**config.mk**
```make
export PLATFORM = sky130hd
export DESIGN_NAME = maxpool_2x2_stream
export DESIGN_NICKNAME = d
export VERILOG_FILES = /design/src/rtl/maxpool_2x2_stream.sv
export SDC_FILE = /design/constraint.sdc
export NUM_CORES = 1
export LEC_CHECK = 0
export CAP_MARGIN = 20
export CORE_UTILIZATION = 40
export CTS_BUF_LIST = sky130_fd_sc_hd__clkbuf_4 sky130_fd_sc_hd__clkbuf_8
export DETAILED_ROUTE_END_ITERATION = 8
export SETUP_SLACK_MARGIN = 0.05
export SYNTH_ARGS = -nofsm -noshare
export SYNTH_HDL_FRONTEND = slang
export SYNTH_SLANG_ARGS = --single-unit
```
**constraint.sdc**
```tcl
create_clock -name clk -period 8.4 [get_ports clk]
set_input_delay 1.68 -clock clk [delete_from_list [all_inputs] [get_ports clk]]
set_output_delay 1.68 -clock clk [all_outputs]
set_load 0.005 [all_outputs]
```
**src/rtl/maxpool_2x2_stream.sv**
```systemverilog
// 2x2 / stride-2 max-pooling stage for a raster pixel stream (valid/sop/eop framing).
// A one-row line buffer keeps the horizontal pair maxima of each even input row.
module maxpool_2x2_stream #(
    parameter int DATA_WIDTH  = 8,
    parameter int IMG_WIDTH   = 26,
    parameter int IMG_HEIGHT  = 26,
    parameter int SIGNED_DATA = 0
) (
    input  logic                  clk,
    input  logic                  rst_n,
    input  logic                  clk_en,
    input  logic [DATA_WIDTH-1:0] i_data,
    input  logic                  i_valid,
    input  logic                  i_sop,
    input  logic                  i_eop,
    output logic [DATA_WIDTH-1:0] o_data,
    output logic                  o_valid,
    output logic                  o_sop,
    output logic                  o_eop,
    output logic                  o_frame_err,
    output logic                  busy
);
    localparam int OUT_W = IMG_WIDTH / 2;
    localparam int OUT_H = IMG_HEIGHT / 2;
    localparam int CW    = $clog2(IMG_WIDTH);
    localparam int RW    = $clog2(IMG_HEIGHT);
    localparam int IW    = (OUT_W > 1) ? $clog2(OUT_W) : 1;

    localparam logic [CW-1:0] LAST_COL  = CW'(IMG_WIDTH - 1);
    localparam logic [RW-1:0] LAST_ROW  = RW'(IMG_HEIGHT - 1);
    localparam logic [CW-1:0] LAST_OCOL = CW'(2 * OUT_W - 1);
    localparam logic [RW-1:0] LAST_OROW = RW'(2 * OUT_H - 1);

    typedef enum logic {IDLE, ACTIVE} state_t;

    state_t                state;
    logic [CW-1:0]         col;
    logic [RW-1:0]         row;
    logic                  done;      // last pixel of the frame already processed
    logic                  eop_sent;  // o_eop already emitted for the current frame
    logic [DATA_WIDTH-1:0] pair_reg;
    logic [DATA_WIDTH-1:0] linebuf [OUT_W];

    logic                  beat, start, proc, ends, emit, lb_wr;
    logic                  at_last, last_out, in_win, frame_err;
    logic [CW-1:0]         pc;
    logic [RW-1:0]         pr;
    logic [IW-1:0]         lb_idx;
    logic [DATA_WIDTH-1:0] h_max, pooled;

    function automatic logic [DATA_WIDTH-1:0] pick_max(input logic [DATA_WIDTH-1:0] a,
                                                       input logic [DATA_WIDTH-1:0] b);
        logic a_gt;
        if (SIGNED_DATA != 0) a_gt = $signed(a) > $signed(b);
        else                  a_gt = a > b;
        return a_gt ? a : b;
    endfunction

    // A sop beat is always taken as pixel (0,0), whatever the counters hold.
    always_comb begin
        beat      = clk_en & i_valid;
        start     = beat & i_sop;
        proc      = start | (beat & (state == ACTIVE) & ~done);
        pc        = start ? '0 : col;
        pr        = start ? '0 : row;
        at_last   = (pc == LAST_COL) && (pr == LAST_ROW);
        last_out  = (pc == LAST_OCOL) && (pr == LAST_OROW);
        in_win    = (pc <= LAST_OCOL) && (pr <= LAST_OROW);
        lb_idx    = IW'(pc >> 1);
        h_max     = pick_max(pair_reg, i_data);
        pooled    = pick_max(linebuf[lb_idx], h_max);
        emit      = proc & pc[0] & pr[0] & in_win;
        lb_wr     = proc & pc[0] & ~pr[0] & in_win;
        ends      = beat & i_eop & ((state == ACTIVE) | start);
        frame_err = (start & (state == ACTIVE) & ~eop_sent) | (ends & ~at_last);
    end

    always_ff @(posedge clk) begin
        if (lb_wr) linebuf[lb_idx] <= h_max;
    end

    always_ff @(posedge clk or negedge rst_n) begin
        if (!rst_n) begin
            state       <= IDLE;
            col         <= '0;
            row         <= '0;
            done        <= 1'b0;
            eop_sent    <= 1'b0;
            pair_reg    <= '0;
            o_data      <= '0;
            o_valid     <= 1'b0;
            o_sop       <= 1'b0;
            o_eop       <= 1'b0;
            o_frame_err <= 1'b0;
        end else if (clk_en) begin
            o_valid     <= emit;
            o_sop       <= emit & (pr == RW'(1)) & (pc == CW'(1));
            o_eop       <= emit & last_out;
            o_frame_err <= frame_err;
            if (emit) o_data <= pooled;
            if (proc && !pc[0]) pair_reg <= i_data;

            // Counters park on the last pixel so trailing beats stay ignored.
            if (proc) begin
                if (at_last) begin
                    col  <= pc;
                    row  <= pr;
                    done <= 1'b1;
                end else if (pc == LAST_COL) begin
                    col  <= '0;
                    row  <= pr + 1'b1;
                    done <= 1'b0;
                end else begin
                    col  <= pc + 1'b1;
                    row  <= pr;
                    done <= 1'b0;
                end
            end

            if (emit && last_out) eop_sent <= 1'b1;
            else if (start)       eop_sent <= 1'b0;

            if (ends)       state <= IDLE;
            else if (start) state <= ACTIVE;
        end
    end

    assign busy = (state == ACTIVE);
endmodule

```
; After elaboration in Yosys (flattened, before gate mapping)
; Memory sizes are Yosys's and may differ from the RTL's.
; Index checks and enable logic that the tools add are counted.
[totals]
register_bits = 33
ram_bits = 104
elab_cells = 73
n_memories = 1
[mem_list]
columns = memory, depth, word_bits, rd, rd_ports_with_merged_regs, wr, line_no
row1 = linebuf, 13, 8, 1, 0, 1, 42  ; logic [DATA_WIDTH-1:0] linebuf [OUT_W];
[classes]
n_addsub = 2
n_lt_le_gt_ge = 4
n_eq_ne = 4
muxes = 15
bitwise_logic = 24
reduce_logical = 12
[op_table]
columns = op, n
row1 = two-way mux 5 bit, 6
row2 = AND 1 bit, 17
row3 = greater-than comparator 8 bit, 2
row4 = two-way mux 8 bit, 2
row5 = "adder 5 x 1 -> 5 bit, second input constant", 2
row6 = "== test 5 x 1 -> 1 bit, second input constant", 2
row7 = "== test 5 bit, second input constant", 2
row8 = "less-or-equal comparator 5 bit, second input constant", 2
row9 = AND reduction 2 bit, 5
row10 = two-way mux 1 bit, 7
row11 = logical AND 1 bit, 4
row12 = inverter 1 bit, 4
row13 = nonzero test 2 bit, 2
row14 = OR 1 bit, 3
row15 = logical NOT 1 bit, 1

; Depth between registers and ports, before layout
; Gate-level depths: netlist (run 1).
[depth]
word_depth = 10
ltp_mapped = 16
mapped_depth_nobuf = 15

; Worst setup path after synthesis (run 1)
; Ideal clock, no wire load.
[synth_timing]
path_kind = input to register
startpoint = in i_data[1]
endpoint = reg o_data[4]
setup_ps = 86
t_arrival_ps = 4430
setup_slack_ps = 3884
cell_stages = 15
path_cell_list = inv_1 -> ha_1 -> nor2b_1 -> o211ai_1 -> a21oi_1 -> o31ai_4 -> mux2i_1 -> ha_1 -> nor2b_1 -> o211ai_1 -> a21oi_1 -> o22a_1 -> nand2b_1 -> buf_6 -> o221ai_2
[synth_via]
elab_chain_cells = 4
[synth_lines]
columns = element, line_no
row1 = "start, declared", 12  ; input logic [DATA_WIDTH-1:0] i_data,
row2 = greater-than comparator 8 bit, 55  ; else a_gt = a > b;
row3 = two-way mux 8 bit *, 56  ; return a_gt ? a : b;
row4 = greater-than comparator 8 bit, 55
row5 = two-way mux 8 bit *, 56
row6 = "end signal, assigned", 100  ; if (emit) o_data <= pooled;
row7 = "end, declared", 16  ; output logic [DATA_WIDTH-1:0] o_data,
; Mark *: on every way between the ends. The rest lies on a longest branch, timed or not.
; A chain may end at the register's enable or synchronous reset.

; Worst setup path after layout (run 1)
[layout_timing]
startpoint = in i_data[1]
endpoint = reg o_data[0]
[layout_via]
elab_chain_cells = 4
[layout_lines]
columns = element, line_no
row1 = greater-than comparator 8 bit *, 55
row2 = two-way mux 8 bit *, 56
row3 = net h_max[0], 49  ; logic [DATA_WIDTH-1:0] h_max, pooled;
row4 = greater-than comparator 8 bit, 55
row5 = two-way mux 8 bit *, 56
; Mark *: on every way through the listed nets, which the timed path passes. The rest lies on a longest branch.

==> impl_results.md, run 1 <==
- Endpoints failing setup: 0
- Largest family of logic cells by synthesized area: compound AO/OA/AOI/OAI gates
- Hold bufs inserted after CTS: 0
- Mux cell area share after synthesis: 0.0626
- Hpwl dp: 9.88 mm
- Status: finished clean
- Sw frac: 0.348
- Syn_nets: 536
- Hold Startpoint: o_data[4]$_DFFE_PN0P_
- Resized Gates After CTS: 0
- Total negative setup slack: 0 ns
- DRT iter0 DRCs: 308
- Power per cell area: 274 mW/mm²
- CTS Buf Count: 17
- Leakage: 0.00264 µW
- Largest register FFs: 104
- Synthesis-stage register bit count: 137
- Final antenna-violating net count: 0
- Initial antenna violation count: 0
- Critical Path RT: 8.71 ns
- Reg-to-Reg Start: pair_reg[1]$_DFFE_PN0P_
- Via density: 5.60
- Worst hold path endpoint: o_data[4]$_DFFE_PN0P_
- CP max FO: 14
- Vias in the first global route: 4095
- Number of synthesized flops with an enable pin: 104
- Final min period: 5.62 ns
- First-pass GRT wire length: 23.2 mm
- Synth Area in Simple Gates: 0.115
- PortBufs: 26
- Worst Hold Class: reg2reg
- Vias post-DR: 4222
- Syn Inst Count: 502
- Io pins: 27
- Row cnt: 45
- Worst Clk Skew: 0.0121 ns
- Tot GR Track Use: 0.191
- Largest net degree at the start of global routing: 56
- P_sw: 692 µW
- Num Clock Sinks: 137
- CTS tree: built
- Post-Synth Adder-Cell Area: 0.0390
- Initial Util: 0.416
- Die width: 129 µm
- Asr flop ratio synth: 0.241
- Final #Nets: 564
- Routed WL: 14.8 mm
- Main flop type after synthesis: edfxtp_1
- CTS H-tree lvls: 4
- Clock Path Buffers: 2
- Grt ovf: 0
- Area Overhead vs Synth: 12.9%
- Peak supply drop: 145 µV
- Slew of the pin with the lowest slew margin: 1.06 ns
- Clk_lat worst skew: 0.45 ns
- MaxCap Viol Count: 0
- R2R depth: 14
- Cell Area, Synth: 0.00641 mm²
- WHS: 0.496 ns
- RSZ-0062 raised after global routing: no
- Max Freq: 178 MHz
- DRC Markers: 0
- P_int: 1290 µW
- Yosys Warn Count: 0
- Startpoint Class: primary input
- Die Y: 129 µm
- Final setup margin: 2.78 ns
- Data arrival time of the critical path: 5.92 ns
- Worst slew margin: 0.285
- Tcrit/Tclk final: 0.669
- Compound-cell area share of the yosys netlist: 0.124
- GPL Wtd Cong: 0.854
- Core ar.: 0.0154 mm²
- Xor/xnor cell area share of the yosys netlist: 0.00546
- Post-synthesis area per instance: 12.8 µm²
- Final Hold Vio Count: 0
- Register area share after synthesis: 0.616
- Netlist cell types: 57
- Root buf cell: clkbuf_8
- Worst Setup Path Type: in2reg
- Comb pwr share: 0.314
- Slew Viols, Final: 0
- Clock Power Share: 0.270
- Seq pwr share: 0.416
- Final Util: 0.470
- Setup Slack @ Placement: 2.35 ns
- Routed wire per std cell: 19.7 µm
- # diodes: 0
- Die area: 0.0165 mm²
- WHS Path Cells: 2
- Pwr Total: 1990 µW
- Post-CTS setup buffer count: 0
- R2r setup slk: 4.18 ns
- R2R Path End: o_data[0]$_DFFE_PN0P_
- CP Capture Type: flop
- Drt pass-1 iters: 5
- CTS clock-pin slew for the worst setup and hold paths: 0.08 ns
- Fillers: 1402
- Layout cells sized above 1: 0.129
[cells by family after synthesis]
family,count (synthesis)
AOI/OAI and AO/OA,106
xor gates and xnor gates,4
adders and majority gates,20
buffers and inverters,53
DFF,137
muxes,35
and+or+nand+nor,147
[per-layer routing]
metal,vias to the layer above,part of all wire,global-route usage
met2,131,0.46,0.297
met5,-,0,0
met3,20,0.060,0.0545
met4,0,0.016,0.0561
li1,1955,-,-
met1,2116,0.46,0.260
[synthesized netlist by cell type, drive strengths merged (4+ instances only)]
| cell type | count | area (µm²) |
|---|---|---|
| o22ai | 9 | 56.3 |
| mux2 | 11 | 124 |
| nand2 | 34 | 128 |
| o32ai | 4 | 35.0 |
| and3 | 6 | 37.5 |
| o21ai | 21 | 109 |
| a211oi | 5 | 42.5 |
| clkbuf | 6 | 22.5 |
| nand2b | 9 | 56.3 |
| or3 | 5 | 31.3 |
| o211ai | 13 | 128 |
| edfxtp | 104 | 3120 |
| a31oi | 6 | 37.5 |
| nand4 | 6 | 37.5 |
| dfrtp | 33 | 826 |
| ha | 20 | 250 |
| a21oi | 19 | 95.1 |
| inv | 29 | 109 |
| nand3 | 19 | 100 |
| o221ai | 5 | 56.3 |
| xor2 | 4 | 35.0 |
| mux2i | 21 | 210 |
| buf | 18 | 114 |
| nor3 | 8 | 40.0 |
| nor2 | 40 | 150 |
| nor2b | 5 | 31.3 |
[through the flow]
stage               instance area, µm²  cells
global route                      7240    754
floorplan                         6410    502
finish                            7240    754
global placement                  6850    721
CTS                               7240    754
detailed placement                6850    722
[power groups by stage]
stage | Sequential, µW | Combinational [µW] | Clock, µW
2_1_floorplan | 832 | 438 | 0
3_3_place_gp | 841 | 599 | 0
3_5_place_dp | 842 | 613 | 0
4_1_cts | 827 | 618 | 547
5_1_grt | 831 | 677 | 573
6_report | 827 | 623 | 536
[final cells by class]
cell class	count	area (µm²)	share of cell area
Clock buffer	19	249	0.0344
Clock inverter	13	141	0.0195
Tap cell	211	264	0.0364
Inverter	29	109	0.0150
Multi-Input combinational cell	312	2220	0.306
Timing Repair Buffer	33	310	0.0428
Sequential cell	137	3950	0.545
[critical path: stages]
cell and delay [ns]:
clkdlybuf4s50_1 0.49, inv_1 0.05, ha_1 0.30, nor2b_1 0.14, o211ai_1 0.15, a21oi_1 0.12, o31ai_4 0.48, mux2i_1 0.48
inv_1 0.41, ha_1 0.32, nor2b_1 0.11, o211ai_1 0.09, a21oi_1 0.14, o22a_1 0.30, nand2b_1 0.48, o221ai_2 0.18
[layout by cell type, fill, tap and decap left out, types with 3 or more instances in the layout]
master,n
a211oi_1,4
a21oi_1,19
a31oi_1,6
and2_1,3
and3_1,6
buf_4,6
clkbuf_8,17
clkdlybuf4s50_1,26
dfrtp_1,32
edfxtp_1,104
ha_1,20
inv_1,29
inv_6,5
mux2_2,11
mux2i_1,21
mux4_2,3
nand2_1,34
nand2b_1,9
nand3_1,18
nand4_1,6
nor2_1,40
nor2b_1,5
nor3_1,8
o2111a_1,3
o211ai_1,7
o211ai_2,6
o21ai_0,20
o21bai_1,3
o221ai_1,3
o22a_1,3
o22ai_1,9
o32ai_1,4
or3_1,5
xor2_1,4
[worst max-delay path by stage]
stage | startpoint | end | depth (start not counted)
2_1_floorplan | i_data[1] | o_data[4]$_DFFE_PN0P_ | 15
3_3_place_gp | i_data[1] | o_data[4]$_DFFE_PN0P_ | 16
3_5_place_dp | i_data[1] | o_data[0]$_DFFE_PN0P_ | 16
4_1_cts | i_data[1] | o_data[0]$_DFFE_PN0P_ | 16
5_1_grt | i_data[1] | o_data[0]$_DFFE_PN0P_ | 16
6_report | i_data[1] | o_data[0]$_DFFE_PN0P_ | 16
No activity file was read; power rests on OpenSTA's default activity.
==> run 2, diff against run 1 <==
==> constraint.sdc (replaced) <==
create_clock -name clk -period 5.9 [get_ports clk]
set_input_delay 1.18 -clock clk [delete_from_list [all_inputs] [get_ports clk]]
set_output_delay 1.18 -clock clk [all_outputs]
set_load 0.005 [all_outputs]
==> run 2 against run 1 <==
Clock skew increased by 0.0027 ns. Via count increased by 0.45%. Sequential share of layout area decreased by 0.73 points. Sequential cell count unchanged. Setup slack got worse by 1.7 ns. Critical path type unchanged. Critical endpoint unchanged. Largest cell class unchanged. Largest power group unchanged.
==> impl_results.md, run 2 (same netlist as run 1, synthesis figures left out) <==
- Status: finished clean
- Routed wire per std cell: 19.6 µm
- Via density: 5.51
- Row cnt: 45
- Hold bufs inserted after CTS: 0
- Tot GR Track Use: 0.200
- Seq. cell area: 0.00395 mm²
- MaxCap Viol Count: 0
- Tcrit/Tclk final: 0.815
- GPL Wtd Cong: 0.896
- Max Freq: 208 MHz
- Sw frac: 0.348
- Fillers: 1402
- Initial antenna violation count: 0
- Area Overhead vs Synth: 14.5%
- Startpoint Class: primary input
- PortBufs: 26
- CTS tree: built
- Clock Path Buffers: 2
- Num Clock Sinks: 137
- Worst Hold Class: reg2reg
- RSZ-0062 raised after global routing: no
- R2r setup slk: 1.96 ns
- Area of placed instances: 0.00698 mm²
- Slew of the pin with the lowest slew margin: 0.701 ns
- CTS clock-pin slew for the worst setup and hold paths: 0.08 ns
- Total negative setup slack: 0 ns
- Clock Power Share: 0.259
- Final antenna-violating net count: 0
- P_sw: 965 µW
- Non-Filler Instances: 769
- Worst slew margin: 0.533
- Layout cells sized above 1: 0.154
- Pwr Total: 2770 µW
- Endpoints failing setup: 0
- Multi-input logic area: 0.00222 mm²
- Grt ovf: 0
- Most common cell after layout, fill and taps aside: edfxtp_1
- Largest register FFs: 104
- Placed cell count: 738
- Comb pwr share: 0.300
- Core ar.: 0.0154 mm²
- Hpwl dp: 10.8 mm
- Final min period: 4.81 ns
- CP Capture Type: flop
- Routed WL: 15.1 mm
- Power per cell area: 378 mW/mm²
- Worst Setup Path Type: in2reg
- Critical Path RT: 6.20 ns
- Final #Nets: 580
- CP max FO: 14
- Leakage: 0.00270 µW
- DRC Markers: 0
- Resized Gates After CTS: 0
- Die area: 0.0165 mm²
- Clk_lat worst skew: 0.44 ns
- CTS H-tree lvls: 4
- Initial Util: 0.416
- Root buf cell: clkbuf_8
- DRT iter0 DRCs: 333
- Finished Cell Area: 0.00734 mm²
- Peak supply drop: 164 µV
- # diodes: 0
- First-pass GRT wire length: 24.3 mm
- Setup Slack @ Placement: 0.662 ns
- P_int: 1810 µW
- Die Y: 129 µm
- Final Hold Vio Count: 0
- Seq pwr share: 0.441
- CTS Buf Count: 17
- Most frequent cells in the layout: edfxtp_1, nor2_1, nand2_1
- Vias post-DR: 4241
- Io pins: 27
- Drt pass-1 iters: 4
- Vias in the first global route: 4212
- Die width: 129 µm
- Slew Viols, Final: 0
- Data arrival time of the critical path: 5.11 ns
- Final setup margin: 1.09 ns
- Largest net degree at the start of global routing: 37
- Post-CTS setup buffer count: 0
- Worst Clk Skew: 0.0148 ns
==> run 2: cell count changes in the layout (fill, tap and decap cells not counted), sizes merged <==
| cell | change |
|---|---|
| buf | +16 |
| bufinv | -1 |
| clkinvlp | +2 |
| clkinv | -2 |
==> run 2: area by class of cell <==
class,count,area share
clock inverter,12,0.0160
tap,211,0.0360
multi-input combinational,312,0.302
inverter,29,0.0148
clock buffer,19,0.0339
sequential,137,0.538
timing repair buffer,49,0.0590
==> run 2: worst paths after layout <==
| check | start | end | cells past startpoint |
|---|---|---|---|
| min reg2reg | eop_sent$_DFFE_PN0P_ | eop_sent$_DFFE_PN0P_ | 2 |
| max in group asynchronous | rst_n | col[1]$_DFFE_PN0P_ | 2 |
| max | i_data[1] | o_data[0]$_DFFE_PN0P_ | 16 |
| max reg2reg | col[1]$_DFFE_PN0P_ | o_data[0]$_DFFE_PN0P_ | 13 |
| min in group asynchronous | rst_n | pair_reg[2]$_DFFE_PN0P_ | 2 |
| min | eop_sent$_DFFE_PN0P_ | eop_sent$_DFFE_PN0P_ | 2 |
==> run 2: routing by layer <==
layer | global-route usage | vias up | wire (µm) | share of wire
met2 | 0.311 | 122 | 7030 | 0.47
met5 | 0 | - | 0 | 0
met4 | 0.0540 | 0 | 128 | 0.0085
met3 | 0.0457 | 9 | 936 | 0.062
li1 | - | 1986 | - | -
met1 | 0.283 | 2124 | 7010 | 0.46
==> run 2: critical path, stage by stage <==
cell             delay (ns)
clkdlybuf4s50_1        0.51
inv_1                  0.05
ha_1                   0.30
nor2b_1                0.14
o211ai_1               0.15
a21oi_1                0.12
o31ai_4                0.50
mux2i_1                0.35
inv_1                  0.26
ha_1                   0.28
nor2b_1                0.12
o211ai_1               0.09
a21oi_1                0.13
o22a_1                 0.28
nand2b_1               0.48
o221ai_2               0.17
==> run 2: per-stage QoR <==
step / utilization / hold slack, ns
2_1_floorplan: - / 0.447
4_1_cts: 0.476 / 0.488
5_1_grt: 0.476 / 0.523
6_report: 0.476 / 0.486
3_5_place_dp: 0.452 / 0.468
3_3_place_gp: 0.452 / 0.478
==> run 2: power groups by stage <==
| stage | Sequential (µW) | Clock [µW] | Combinational [µW] |
|---|---|---|---|
| floorplan | 1180 | 0 | 624 |
| global placement | 1240 | 0 | 809 |
| detailed placement | 1240 | 0 | 833 |
| CTS | 1220 | 734 | 837 |
| global route | 1230 | 779 | 927 |
| finish | 1220 | 717 | 833 |
==> run 3, diff against run 2 <==
==> constraint.sdc (replaced) <==
create_clock -name clk -period 4.3 [get_ports clk]
set_input_delay 0.86 -clock clk [delete_from_list [all_inputs] [get_ports clk]]
set_output_delay 0.86 -clock clk [all_outputs]
set_load 0.005 [all_outputs]
==> run 3 against run 2 <==
Non-clock buffer count grew 26. Clock skew shrank 0.0044 ns. Combinational power grew 50%. Clock-buffer cell count shrank 2. Critical endpoint unchanged.
==> impl_results.md, run 3 (same netlist as run 1, synthesis figures left out) <==
- Status: finished clean
- Num Clock Sinks: 137
- Slew Viols, Final: 0
- Routed WL: 15.4 mm
- Final antenna-violating net count: 0
- DRC Markers: 0
- Clk_lat worst skew: 0.44 ns
- Grt ovf: 0
- # diodes: 0
- CTS Buf Count: 17
- Hpwl dp: 10.7 mm
- Post-CTS setup buffer count: 0
- Met1 WL: 7.22 mm
- WHS: 0.496 ns
- Io pins: 27
- GPL Wtd Cong: 0.897
- Worst slew margin: 0.428
- Via density: 5.45
- Seq. cell area: 0.00395 mm²
- Die Y: 129 µm
- Startpoint Class: primary input
- Clock Path Buffers: 2
- Root buf cell: clkbuf_8
- Resized Gates After CTS: 0
- Met2 wire length: 7.20 mm
- Largest net degree at the start of global routing: 32
- Power per cell area: 536 mW/mm²
- Crit path largest cell delay: 0.52 ns
- DR WL met3: 872 µm
- WP buf/inv: 2
- PortBufs: 26
- Critical Path RT: 4.66 ns
- DRT iter0 DRCs: 381
- Max Freq: 253 MHz
- Routed wire per std cell: 19.4 µm
- Data arrival time of the critical path: 4.31 ns
- RSZ-0062 raised after global routing: no
- Worst Clk Skew: 0.0104 ns
- Layout cells sized above 1: 0.191
- Most frequent cells in the layout: edfxtp_1, buf_4, nor2_1
- Hold bufs inserted after CTS: 0
- Multi-input logic area: 0.00222 mm²
- Finished Cell Area: 0.00759 mm²
- Initial antenna violation count: 0
- Initial Util: 0.416
- Drt pass-1 iters: 5
- Final min period: 3.95 ns
- Die width: 129 µm
- Worst Setup Path Type: in2reg
- CTS clock-pin slew for the worst setup and hold paths: 0.08 ns
- Final Hold Vio Count: 0
- CP max stage cell: clkdlybuf4s50_1
- Critical path, cell by cell: clkdlybuf4s50_1, nand3_2, and3_1, o211a_1, nor4_1, buf_4, ha_1, nor2b_1, o211ai_1, a21oi_1, o22a_1, nand2b_1, o221ai_2
- Final #Nets: 606
- Die area: 0.0165 mm²
- Worst Hold Class: reg2reg
- Delay-heaviest family, CP: simple AND/OR/NAND/NOR gates
- CTS H-tree lvls: 4
- MaxCap Viol Count: 0
- Leakage: 0.00286 µW
- Peak supply drop: 340 µV
- First-pass GRT wire length: 24.4 mm
- Slew of the pin with the lowest slew margin: 0.858 ns
- Endpoints failing setup: 0
- Area Overhead vs Synth: 18.4%
- Row cnt: 45
- CTS tree: built
- Largest register FFs: 104
- Most common cell after layout, fill and taps aside: edfxtp_1
- Area of placed instances: 0.00717 mm²
- Top Layer Used: met4
- Core ar.: 0.0154 mm²
- Vias in the first global route: 4330
- CP Capture Type: flop
- Vias post-DR: 4340
- Fillers: 1385
- CP max FO: 14
- Tcrit/Tclk final: 0.919
- Tot GR Track Use: 0.201
-- run 3: through the flow --
stage	utilization	setup TNS [ns]	std cells	worst slack (ns)	total power (µW)
2_1_floorplan	-	0	502	0.604	2480
3_3_place_gp	0.465	-0.228	764	-0.0384	2950
3_5_place_dp	0.465	-0.345	764	-0.0662	2970
4_1_cts	0.492	0	796	0.398	4090
5_1_grt	0.492	0	796	0.0940	4280
6_report	0.492	0	796	0.346	4070
-- run 3: worst min-delay path, stage by stage, from the launching register on --
cell and delay (ns):
dfrtp_1 0.35, nand2_1 0.06, nand2_1 0.06
-- run 3: cell type report --
type                            count  area share
Clock buffer                       17      0.0308
Clock inverter                     15      0.0247
Inverter                           29      0.0143
Multi-Input combinational cell    312       0.292
Sequential cell                   137       0.520
Tap cell                          211      0.0348
Timing Repair Buffer               75      0.0827
-- run 3: layer usage --
layer  GRT usage  vias to the layer above
li1            -                     2045
met1       0.287                     2161
met2       0.314                      124
met3      0.0416                       10
met4      0.0526                        0
met5           0                        -
-- run 3: final timing paths --
| path | cells past startpoint | from | to | slack, ns |
|---|---|---|---|---|
| max in group asynchronous | 2 | rst_n | col[1]$_DFFE_PN0P_ | 2.65 |
| setup / recovery | 13 | i_sop | o_data[0]$_DFFE_PN0P_ | 0.35 |
| hold reg to reg | 2 | eop_sent$_DFFE_PN0P_ | eop_sent$_DFFE_PN0P_ | 0.50 |
| hold / removal | 2 | eop_sent$_DFFE_PN0P_ | eop_sent$_DFFE_PN0P_ | 0.50 |
| setup reg to reg | 12 | col[2]$_DFFE_PN0P_ | o_data[0]$_DFFE_PN0P_ | 0.53 |
| min in group asynchronous | 1 | rst_n | pair_reg[1]$_DFFE_PN0P_ | 0.89 |
-- run 3: power breakdown --
part	total, µW	internal (µW)	switching [µW]
Clock	1110	586	528
Sequential	1700	1570	130
Combinational	1250	519	733
